File: config.mk
export PLATFORM = sky130hd
export DESIGN_NAME = simplez_uart_tx_port
export DESIGN_NICKNAME = d
export VERILOG_FILES = /design/src/rtl/simplez_uart_tx_port.sv
export SDC_FILE = /design/constraint.sdc
export NUM_CORES = 1
export LEC_CHECK = 0
export ABC_CLOCK_PERIOD_IN_PS = 6550
export CAP_MARGIN = 40
export CORE_MARGIN = 2
export CORE_UTILIZATION = 30
export DETAILED_ROUTE_END_ITERATION = 16
export PLACE_DENSITY = 0.55
export RECOVER_POWER = 50
export SETUP_SLACK_MARGIN = 0.15
export SYNTH_ARGS = -nofsm -noshare
export SYNTH_HDL_FRONTEND = slang
export SYNTH_SLANG_ARGS = --single-unit
File: constraint.sdc
create_clock -name clk -period 6.55 [get_ports clk]
set_input_delay 0.655 -clock clk [delete_from_list [all_inputs] [get_ports clk]]
set_output_delay 0.655 -clock clk [all_outputs]
set_load 0.05 [all_outputs]
File: src/rtl/simplez_uart_tx_port.sv
// simplez_uart_tx_port: SIMPLEZ memory-mapped UART transmitter.
// Ports:
//   clk (state updates on its falling edge), rstn (sync, active-low),
//   addr/data_in/we/re (CPU bus), sel (address decode),
//   data_out (registered read data), tx (serial line, idle high).
// Bus behaviour:
//   Writes to DATA_ADDR queue data_in[7:0] in a FIFO for 8N1 transmission.
//   Reads of STATUS_ADDR return {overflow, idle, ready}.
// Macro SIMPLEZ_UART_PARITY_EN adds an even-parity bit before the stop bit.
module simplez_uart_tx_port #(
  parameter int ADDRW = 9,
  parameter int DATAW = 12,
  parameter int STATUS_ADDR = 508,
  parameter int DATA_ADDR = 509,
  parameter int BAUD_DIV = 104,
  parameter int FIFO_DEPTH = 4
) (
  input  logic             clk,
  input  logic             rstn,
  input  logic [ADDRW-1:0] addr,
  input  logic [DATAW-1:0] data_in,
  input  logic             we,
  input  logic             re,
  output logic             sel,
  output logic [DATAW-1:0] data_out,
  output logic             tx
);
  localparam int PW = $clog2(FIFO_DEPTH);
  localparam int CW = $clog2(BAUD_DIV);
`ifdef SIMPLEZ_UART_PARITY_EN
  typedef enum logic [2:0] {IDLE, START, DATA, PARITY, STOP} state_t;
  localparam state_t AFTER_DATA = PARITY;
`else
  typedef enum logic [1:0] {IDLE, START, DATA, STOP} state_t;
  localparam state_t AFTER_DATA = STOP;
`endif
  state_t state, nxt;
  logic [7:0] mem [FIFO_DEPTH];
  logic [PW-1:0] wp, rp;
  logic [PW:0] cnt;
  logic [CW-1:0] bc;
  logic [2:0] idx;
  logic [7:0] sh;
  logic [7:0] last_char;
  logic overflow, full, empty, wr, push, pop, tick, rd_st, idle;
  logic [DATAW-1:0] status;
  logic unused_hi;
  assign unused_hi = ^data_in[DATAW-1:8];
  assign sel = addr == ADDRW'(STATUS_ADDR) || addr == ADDRW'(DATA_ADDR);
  assign full = cnt == (PW+1)'(FIFO_DEPTH);
  assign empty = cnt == '0;
  assign wr = we && addr == ADDRW'(DATA_ADDR);
  assign push = wr && !full;
  assign rd_st = re && addr == ADDRW'(STATUS_ADDR);
  assign tick = bc == CW'(BAUD_DIV - 1);
  assign idle = empty && state == IDLE;
  assign status = {{(DATAW-3){1'b0}}, overflow, idle, !full};
  // sh keeps the whole character; idx selects the bit being sent
`ifdef SIMPLEZ_UART_PARITY_EN
  assign tx = state == START ? 1'b0 : state == DATA ? sh[idx] : state == PARITY ? ^sh : 1'b1;
`else
  assign tx = state == START ? 1'b0 : state == DATA ? sh[idx] : 1'b1;
`endif
  always_comb begin
    nxt = state;
    pop = 1'b0;
    case (state)
      IDLE: begin
        pop = !empty;
        nxt = empty ? IDLE : START;
      end
      START: nxt = tick ? DATA : START;
      DATA: nxt = tick && idx == 3'd7 ? AFTER_DATA : DATA;
`ifdef SIMPLEZ_UART_PARITY_EN
      PARITY: nxt = tick ? STOP : PARITY;
`endif
      STOP: begin
        // chain straight into the next frame when more data is queued
        pop = tick && !empty;
        nxt = !tick ? STOP : empty ? IDLE : START;
      end
      default: nxt = IDLE;
    endcase
  end
  always_ff @(negedge clk) begin
    if (!rstn) begin
      state <= IDLE;
      wp <= '0;
      rp <= '0;
      cnt <= '0;
      bc <= '0;
      idx <= '0;
      sh <= '0;
      overflow <= 1'b0;
      last_char <= '0;
      data_out <= '0;
    end else begin
      state <= nxt;
      if (push) begin
        mem[wp] <= data_in[7:0];
        wp <= wp + 1'b1;
      end
      if (pop) begin
        sh <= mem[rp];
        rp <= rp + 1'b1;
      end
      cnt <= cnt + (PW+1)'(push) - (PW+1)'(pop);
      bc <= (state == IDLE || tick) ? '0 : bc + 1'b1;
      if (state == DATA && tick) idx <= idx + 3'd1;
      if (wr) last_char <= data_in[7:0];
      // a dropped write in the same cycle as a status read keeps the flag set
      overflow <= (wr && full) || (overflow && !rd_st);
      if (re) data_out <= rd_st ? status : addr == ADDRW'(DATA_ADDR) ? {{(DATAW-8){1'b0}}, last_char} : '0;
    end
  end
endmodule

After elaboration in Yosys (flattened, before gate mapping). Memory sizes are Yosys's and may differ from the RTL's. A register that Yosys moved wholly into a read port is not among the register bits. Index checks and enable logic that the tools add are counted.

$lt $le $gt $ge: 1. Equal/unequal tests: 8. Bitwise operators: 1. Reductions and logical operators: 19. Mux-type cells: 15. Add/sub/neg operators: 6.

Operator list (count): $eq A9 B9 Y1 const B (2); $mux W8 (2); $logic_and A1 B1 Y1 (9); $mux W1 (8); $pmux W2 S4 (1); $add A7 B1 Y7 const B (1); $eq A7 B7 Y1 const B (1); $eq A3 B3 Y1 const B (2); $add A2 B1 Y2 const B (2); $eq A2 B2 Y1 const B (2); $logic_not A1 Y1 (4); $lt A3 B4 Y1 const B (1); $mux W2 (2); $add A3 B1 Y3 (1); $add A3 B1 Y3 const B (1); $bmux W1 S3 (1); $logic_not A3 Y1 (1); $logic_or A1 B1 Y1 (3); $sub A3 B1 Y3 (1); $eq A2 B1 Y1 const B (1); $logic_not A2 Y1 (1); $pmux W1 S2 (1); $reduce_or A2 Y1 (1); $not A1 Y1 (1).

Output and inout port bits: 14. Logic and storage cells: 60. Memory bits (writable): 32. Memories kept: 1. Register bits after elaboration: 40. Input bits: 25.

Memories: mem (words 4, bits a word 8, rd ports 1, clocked after Yosys merged registers in 1, write ports 1, RTL line 38) `logic [7:0] mem [FIFO_DEPTH];`.

Logic depth before layout (Yosys ltp). Gate-level depths: netlist of the first run.

Depth in word-level cells: 6. Gate-level depth with buffers: 10. Depth with buffers taken out: 10.

==> results of run 1 <==
cell usage in the layout (no fill, tap or decap), drive strengths merged, types with 2 or more instances in the layout:
master	count
a21boi	2
a22oi	2
a32oi	4
a41o	2
and2	10
and3	2
buf	2
clkbuf	10
clkdlybuf4s50	19
clkinv	3
conb	4
dfxtp	44
dlygate4sd3	10
edfxtp	32
ha	13
inv	90
mux2i	15
mux4	10
nand2	24
nand2b	2
nand3	8
nand4	10
nand4b	2
nor2	12
nor2b	17
nor3	3
o21ai	11
o311a	2
xnor2	5
xor2	4
registers in the layout (all words and copies together) (netlist names), 3 cells and up:
| signal | cells |
|---|---|
| cnt | 3 |
| idx | 3 |
| sh | 8 |
| mem | 32 |
| bc | 7 |
| data_out | 8 |
| last_char | 8 |
where the power goes:
part,switching (W),internal (W)
Combinational,0.000139,0.000116
Clock,0.000352,0.000341
Sequential,0.0000360,0.000532
Total,0.000527,0.000990
cell type report:
cell class / instances / area (um^2) / share of cell area
flip-flops and latches: 76 / 1842 / 0.4197
multi-input cells: 171 / 1399 / 0.3188
clock inverters: 83 / 384.1 / 0.08754
repair buffers: 33 / 321.6 / 0.07328
clock buffers: 9 / 225.2 / 0.05133
well taps: 143 / 178.9 / 0.04078
inverters: 10 / 37.54 / 0.008554
layer usage:
layer / up-vias / share of wire / global-route usage / wire [um]
met3: 9 / 0.042 / 0.06288 / 272
met2: 49 / 0.48 / 0.1640 / 3072
met5: - / 0 / 0 / 0
met4: 0 / 0.015 / 0.07667 / 99
met1: 1114 / 0.46 / 0.1302 / 2981
li1: 1182 / - / - / -
logic make-up after synthesis:
| logic type | after synthesis |
|---|---|
| AND/OR/NAND/NOR | 93 |
| flip-flops | 76 |
| buffers and inverters | 27 |
| multiplexers | 26 |
| AO/OA/AOI/OAI | 25 |
| adder cells (fa/ha/maj) | 14 |
| XOR/XNOR | 9 |
| other | 1 |
how the worst max path moves through the flow:
stage                      to  slack, ps  depth (start not counted)  startpoint
detailed placement     cnt[2]        290                         10     addr[5]
finish              mem[2][1]        460                          6     addr[5]
CTS                        tx        230                          4      idx[0]
floorplan              cnt[2]        760                         10     addr[1]
global placement       cnt[2]        320                         10     addr[5]
global route        mem[2][1]        260                          6     addr[5]
worst max-delay path, stage by stage:
cell and delay (ps):
clkdlybuf4s50_1 460, nand4_1 190, nor3_2 270, clkbuf_1 540, and3_1 300, and2_1 430
per-stage QoR:
step	area (um^2)	hold slack, ps	instances
after floorplan	3443	417.9	274
after global placement	3814	431.0	434
after detailed placement	3814	447.0	434
after CTS	4419	454.9	525
after global routing	4388	479.1	525
final	4388	447.4	525
==> impl_metrics.py, run 1 <==
metrics = {
    "status": {
        "outcome": "complete, no violations",
    },
    "cts": {
        "clk_latency_ps": 400,
        "cts_tree": "built",
        "cts_buffer_depth": 2,
        "path_clk_slew_ps": 30,
        "post_cts_resized": 0,
        "cts.htree.levels": 3,
        "postCtsHoldBufs": 0,
        "postCtsSetupRepairBufs": 0,
        "cts_buffers": 9,
        "cts_root_buffer": "clkbuf_16",
        "cts.sinks": 76,
    },
    "synthesis": {
        "ys_seq_area_frac": 0.5366,
        "async_flop_share": 0,
        "yosys.area_share.simple": 0.1619,
        "avgSynthCellArea_um2": 12.66,
        "synth_top_family_by_area": "simple AND/OR/NAND/NOR gates",
        "synth_adder_area_share": 0.05323,
        "ys_types": 48,
        "muxShareOfSynthArea": 0.1127,
        "synth_top_area_cell": "edfxtp_1",
        "yosysWarnings": 0,
        "synth_xor_area_frac": 0.02297,
        "netlist_area_um2": 3432,
        "ys.flop_type": "dfxtp_1",
        "synth_common_cells": "dfxtp_1, edfxtp_1, nand2_1",
        "ys_ff_latch": 76,
        "synth_top_area_share": 0.2800,
        "syn_inst": 271,
        "synth_edf_count": 32,
        "synth-compound-area-share": 0.06125,
        "synth_most_common_cell": "dfxtp_1",
        "synth_area_leaders": "edfxtp_1, dfxtp_1, mux4_2, ha_1, mux2i_1",
    },
    "global_routing": {
        "grt_max_degree": 52,
        "track_usage": 0.1143,
        "grt_pass1_vias": 2554,
        "grt_pass1_wl_um": 11160,
        "antenna_found_initial": 0,
        "grt_overflow": 0,
    },
    "route": {
        "via_count": 2354,
        "drt_pass1_iterations": 4,
        "wirelength_um": 6426,
        "antenna_left": 0,
        "wl_per_cell_um": 12.24,
        "drt_iter0_drc": 68,
        "drcViolationCount": 0,
        "via_per_inst": 4.484,
    },
    "worst_setup_path": {
        "reg2reg_slack_ps": 3590,
        "crit_fanout": 10,
        "r2r-end": "cnt[2]",
        "cp-end-kind": "register",
        "crit_required_ps": 3310,
        "criticalPathCategory": "in -> reg",
        "arrival_ps": 2850,
        "start_kind": "input port",
        "reg2regPathDepth": 10,
        "reg2reg_from": "state[0]",
    },
    "place": {
        "portBuffers": 30,
        "dpl.hpwl_um": 4161,
        "post-place-ws_ps": 285.6,
        "routabilityCongestion": 0.7054,
    },
    "die": {
        "die_h_um": 111.0,
        "num_rows": 39,
        "die_w_um": 111.0,
        "core_area_um2": 11270,
        "ios": 39,
        "start_util": 0.3045,
        "dieArea_um2": 12310,
    },
    "hold_path": {
        "min_from": "bc[0]",
        "hold_depth": 1,
        "holdPathEnd": "bc[0]",
        "hold_path.class": "reg -> reg",
    },
    "finish": {
        "fin_nets": 416,
        "fill_cells": 1100,
        "area_delta_synth_final_pct": 27.85,
        "n_antenna_cell": 0,
        "drive_above_1_share": 0.1178,
        "postLayoutCoreUtil": 0.3893,
    },
    "power": {
        "power_w": 0.001517,
        "p_leak_nw": 1.847,
        "power.density_nw_per_um2": 345.7,
        "peakVddDrop_uv": 164.4,
    },
    "sta": {
        "tightest_slew_ps": 791.9,
        "layout_setup_ws_ps": 457.8,
        "relSlewSlack": 0.4701,
        "skew_ps": 15.82,
        "fin_setup_tns_ps": 0,
        "setup_violations": 0,
        "hold_viol": 0,
        "rsz0062_at_grt": "false",
        "slew_violations": 0,
    },
    "flow_run": {
        "maxCapViolations": 0,
    },
}
Power figures use the tool's default switching activity.
==> run 2, diff against run 1 <==
--- a/config.mk
+++ b/config.mk
@@ -8,11 +8,12 @@
 export ABC_CLOCK_PERIOD_IN_PS = 6550
 export CAP_MARGIN = 40
 export CORE_MARGIN = 2
-export CORE_UTILIZATION = 30
+export CORE_UTILIZATION = 50
 export DETAILED_ROUTE_END_ITERATION = 16
-export PLACE_DENSITY = 0.55
+export PLACE_DENSITY = 0.79
 export RECOVER_POWER = 50
 export SETUP_SLACK_MARGIN = 0.15
 export SYNTH_ARGS = -nofsm -noshare
 export SYNTH_HDL_FRONTEND = slang
 export SYNTH_SLANG_ARGS = --single-unit
+export TNS_END_PERCENT = 50
==> impl_metrics.py, run 2 (synthesis gave the netlist of run 1 again) <==
metrics = {
    "global_routing": {
        "grt_max_degree": 52,
        "track_usage": 0.1854,
        "grt_pass1_vias": 2573,
        "grt_overflow": 0,
        "grt_pass1_wl_um": 10560,
        "antenna_found_initial": 0,
    },
    "cts": {
        "cts.htree.levels": 3,
        "cts_root_buffer": "clkbuf_8",
        "cts_buffers": 9,
        "post_cts_resized": 0,
        "cts.sinks": 76,
        "path_clk_slew_ps": 30,
        "postCtsSetupRepairBufs": 0,
        "cts_tree": "built",
        "cts_buffer_depth": 2,
        "postCtsHoldBufs": 0,
        "clk_latency_ps": 410,
    },
    "finish": {
        "area_delta_synth_final_pct": 21.69,
        "n_antenna_cell": 0,
        "fin_nets": 416,
        "final_cell_mix": "inv_1, dfxtp_1, edfxtp_1, nand2_1, clkdlybuf4s50_1",
        "largest_register_ffs": 32,
        "drive_above_1_share": 0.1155,
        "mostFrequentLayoutCell": "inv_1",
        "stdcell_count": 461,
        "top_register": "mem",
    },
    "sta": {
        "skew_ps": 21.78,
        "fin_setup_tns_ps": 0,
        "setup_violations": 0,
        "relSlewSlack": -0.2357,
        "tightest_slew_ps": 1853,
        "hold_viol": 0,
        "slew_violations": 52,
        "rsz0062_at_grt": "false",
    },
    "worst_setup_path": {
        "worstPathCellList": "mux4_2 > mux2i_1 > a21oi_1 > clkdlybuf4s50_1",
        "r2r-end": "cnt[2]",
        "cp-end-kind": "output pin",
        "crit_required_ps": 5890,
        "reg2regPathDepth": 10,
        "crit_fanout": 4,
        "crit_slowest_cell": "clkdlybuf4s50_1",
        "criticalPathCategory": "reg -> out",
        "start_kind": "register",
        "arrival_ps": 5560,
        "reg2reg_from": "state[0]",
        "reg2reg_slack_ps": 3620,
        "cpPeakStageDelay_ps": 700,
    },
    "power": {
        "power.density_nw_per_um2": 321.9,
        "peakVddDrop_uv": 203.8,
        "p_leak_nw": 1.786,
    },
    "die": {
        "die_w_um": 86.85,
        "die_h_um": 86.85,
        "dieArea_um2": 7543,
        "start_util": 0.5108,
        "ios": 39,
        "num_rows": 30,
        "core_area_um2": 6719,
    },
    "route": {
        "drcViolationCount": 0,
        "via_count": 2354,
        "drt_iter0_drc": 87,
        "via_per_inst": 5.106,
        "wirelength_um": 6380,
        "antenna_left": 0,
        "drt_pass1_iterations": 5,
        "wl_per_cell_um": 13.84,
    },
    "hold_path": {
        "holdPathEnd": "bc[0]",
        "hold_path.class": "reg -> reg",
        "min_from": "bc[0]",
        "hold_depth": 1,
    },
    "status": {
        "outcome": "finished, violations left",
        "violations": "max-capacitance violations, max-slew violations",
    },
    "flow_run": {
        "maxCapViolations": 1,
    },
    "place": {
        "routabilityCongestion": 0.7717,
        "dpl.hpwl_um": 3953,
        "portBuffers": 30,
        "dp_cells": 371,
    },
}
-- run 2: cell types whose count changed in the layout (fill, tap and decap cells not counted), moves of 2 or more --
cell | before | now
clkinv_4 | 0 | 2
inv_8 | 3 | 0
clkbuf_16 | 9 | 0
clkdlybuf4s50_1 | 19 | 21
clkinv_8 | 3 | 0
clkbuf_8 | 0 | 9
-- run 2: final cells by class --
| class | instances | area, um^2 |
|---|---|---|
| clock inverter | 82 | 347.8 |
| tap | 80 | 100.1 |
| multi-input combinational | 171 | 1406 |
| fill | 548 | 2542 |
| sequential | 76 | 1842 |
| timing repair buffer | 33 | 319.1 |
| inverter | 10 | 37.54 |
| clock buffer | 9 | 123.9 |
-- run 2: worst max path at each step --
stage | to | cells past startpoint | slack (ps) | start
finish | tx | 4 | 340 | idx[0]
global route | bc[5] | 5 | 120 | rstn
CTS | tx | 4 | 300 | idx[0]
detailed placement | cnt[2] | 10 | 270 | addr[3]
global placement | cnt[2] | 10 | 330 | addr[5]
floorplan | cnt[2] | 10 | 760 | addr[1]
-- run 2: critical path, delay by kind of cell, from the launching register on --
family | cells | cell delay (ps)
compound gates | 1 | 90
buf+inv | 1 | 700
flops | 1 | 440
mux | 2 | 670
-- run 2: per-stage QoR --
stage                     hold WS [ps]  power (W)    util  setup WS, ps  instance area (um^2)
after floorplan                  417.9  0.0008793       -         759.1                  3443
after global placement           432.5  0.0009030  0.5559         334.1                  3735
after detailed placement         437.2  0.0009090  0.5559         270.5                  3735
after CTS                        458.7   0.001386  0.6255         301.1                  4203
after global routing             478.1   0.001457  0.6216         115.0                  4177
final                            452.8   0.001344  0.6216         336.5                  4177
-- run 2: per-layer routing --
layer  track usage  up-vias  share of wire
met3       0.09100       11          0.044
li1              -     1175              -
met4        0.1179        0          0.015
met2        0.2984       48           0.51
met1        0.1921     1120           0.43
met5             0        -              0
-- run 2: where the power goes --
group	internal [W]	switching, W
Clock	0.000234	0.000290
Sequential	0.000532	0.0000345
Combinational	0.000117	0.000137
Total	0.000883	0.000462
==> run 3, diff against run 2 <==
--- a/config.mk
+++ b/config.mk
@@ -8,9 +8,10 @@
 export ABC_CLOCK_PERIOD_IN_PS = 6550
 export CAP_MARGIN = 40
 export CORE_MARGIN = 2
-export CORE_UTILIZATION = 50
+export CORE_UTILIZATION = 24
 export DETAILED_ROUTE_END_ITERATION = 16
-export PLACE_DENSITY = 0.79
+export MAX_ROUTING_LAYER = met4
+export PLACE_DENSITY = 0.48
 export RECOVER_POWER = 50
 export SETUP_SLACK_MARGIN = 0.15
 export SYNTH_ARGS = -nofsm -noshare
==> impl_metrics.py, run 3 (synthesis gave the netlist of run 1 again) <==
metrics = {
    "cts": {
        "clk_latency_ps": 390,
        "cts_buffer_depth": 2,
        "post_cts_resized": 0,
        "path_clk_slew_ps": 30,
        "postCtsSetupRepairBufs": 0,
        "cts_root_buffer": "clkbuf_16",
        "postCtsHoldBufs": 0,
        "cts_tree": "built",
        "cts.sinks": 76,
        "cts.htree.levels": 3,
        "cts_buffers": 9,
    },
    "finish": {
        "n_antenna_cell": 0,
        "final_cell_mix": "inv_1, dfxtp_1, edfxtp_1, nand2_1, clkdlybuf4s50_1",
        "postLayoutCoreUtil": 0.3137,
        "largest_register_ffs": 32,
        "drive_above_1_share": 0.1047,
        "area_delta_synth_final_pct": 27.38,
        "fill_cells": 1455,
        "top_register": "mem",
        "ff_latch_area_um2": 1842,
        "fin_nets": 416,
        "mostFrequentLayoutCell": "inv_1",
        "multi_input_area_um2": 1386,
    },
    "die": {
        "ios": 39,
        "core_area_um2": 13930,
        "die_w_um": 123.6,
        "start_util": 0.2463,
        "num_rows": 43,
        "dieArea_um2": 15270,
        "die_h_um": 123.6,
    },
    "power": {
        "p_leak_nw": 1.824,
        "peakVddDrop_uv": 198.1,
        "power.density_nw_per_um2": 333.2,
    },
    "worst_setup_path": {
        "cp-end-kind": "output pin",
        "criticalPathCategory": "reg -> out",
        "start_kind": "register",
        "arrival_ps": 5600,
        "reg2reg_slack_ps": 3560,
        "crit_fanout": 4,
        "crit_required_ps": 5890,
    },
    "sta": {
        "tightest_slew_ps": 861.0,
        "setup_violations": 0,
        "slew_violations": 0,
        "hold_slack_ps": 442.3,
        "rsz0062_at_grt": "false",
        "relSlewSlack": 0.4239,
        "fin_setup_tns_ps": 0,
        "hold_viol": 0,
        "skew_ps": 14.06,
    },
    "place": {
        "portBuffers": 30,
        "dpl.hpwl_um": 4477,
        "routabilityCongestion": 0.7380,
    },
    "route": {
        "drt_iter0_drc": 96,
        "drcViolationCount": 0,
        "drt_pass1_iterations": 4,
        "via_count": 2396,
        "wl_per_cell_um": 12.48,
        "wirelength_um": 7013,
        "antenna_left": 0,
        "via_per_inst": 4.263,
    },
    "hold_path": {
        "hold_path.class": "reg -> reg",
    },
    "global_routing": {
        "grt_pass1_wl_um": 11760,
        "grt_overflow": 0,
        "grt_max_degree": 52,
        "track_usage": 0.1032,
        "grt_pass1_vias": 2586,
        "antenna_found_initial": 0,
    },
    "flow_run": {
        "maxCapViolations": 0,
    },
    "status": {
        "outcome": "complete, no violations",
    },
}
-- run 3: changes by cell type in the layout (fill, tap and decap cells not counted), sizes merged --
| cell | delta |
|---|---|
| bufinv | -1 |
| clkdlybuf4s50 | -1 |
| clkinv | +2 |
| clkinvlp | -1 |
| dlygate4sd3 | +1 |
| inv | +1 |
-- run 3: area by class of cell --
| cell class | count | share of cell area |
|---|---|---|
| Sequential cell | 76 | 0.4213 |
| Multi-Input combinational cell | 171 | 0.3171 |
| Timing Repair Buffer | 33 | 0.07298 |
| Tap cell | 180 | 0.05152 |
| Clock buffer | 9 | 0.05152 |
| Inverter | 10 | 0.008586 |
| Clock inverter | 83 | 0.07699 |
-- run 3: final timing paths --
path,start,to,cells past startpoint
worst min register to register,bc[0],bc[0],1
worst min-delay path,bc[0],bc[0],1
worst max-delay path,idx[0],tx,4
worst max register to register,state[0],cnt[2],10
-- run 3: per-layer routing --
layer,vias up,GRT usage,share of wire
met4,0,0.06037,0.0098
li1,1181,-,-
met2,37,0.1446,0.48
met3,6,0.05586,0.035
met5,-,-,0
met1,1172,0.1156,0.48
-- run 3: through the flow --
step	setup slack [ps]	std cells	cell area, um^2	power [W]
after detailed placement	290.3	471	3860	0.0009241
after CTS	238.4	562	4418	0.001515
after global placement	319.8	471	3860	0.0009183
final	295.6	562	4372	0.001457
after global routing	157.7	562	4372	0.001584
after floorplan	759.1	274	3443	0.0008793
-- run 3: power by group --
group | switching [W] | internal, W
sequential | 0.0000360 | 0.000533
clock | 0.000313 | 0.000320
combinational | 0.000139 | 0.000116
total | 0.000489 | 0.000968
-- run 3: critical path, stage by stage, from the launching register on --
cell	delay, ps
dfxtp_1	440
mux4_2	530
mux2i_1	160
a21oi_1	100
clkdlybuf4s50_1	710
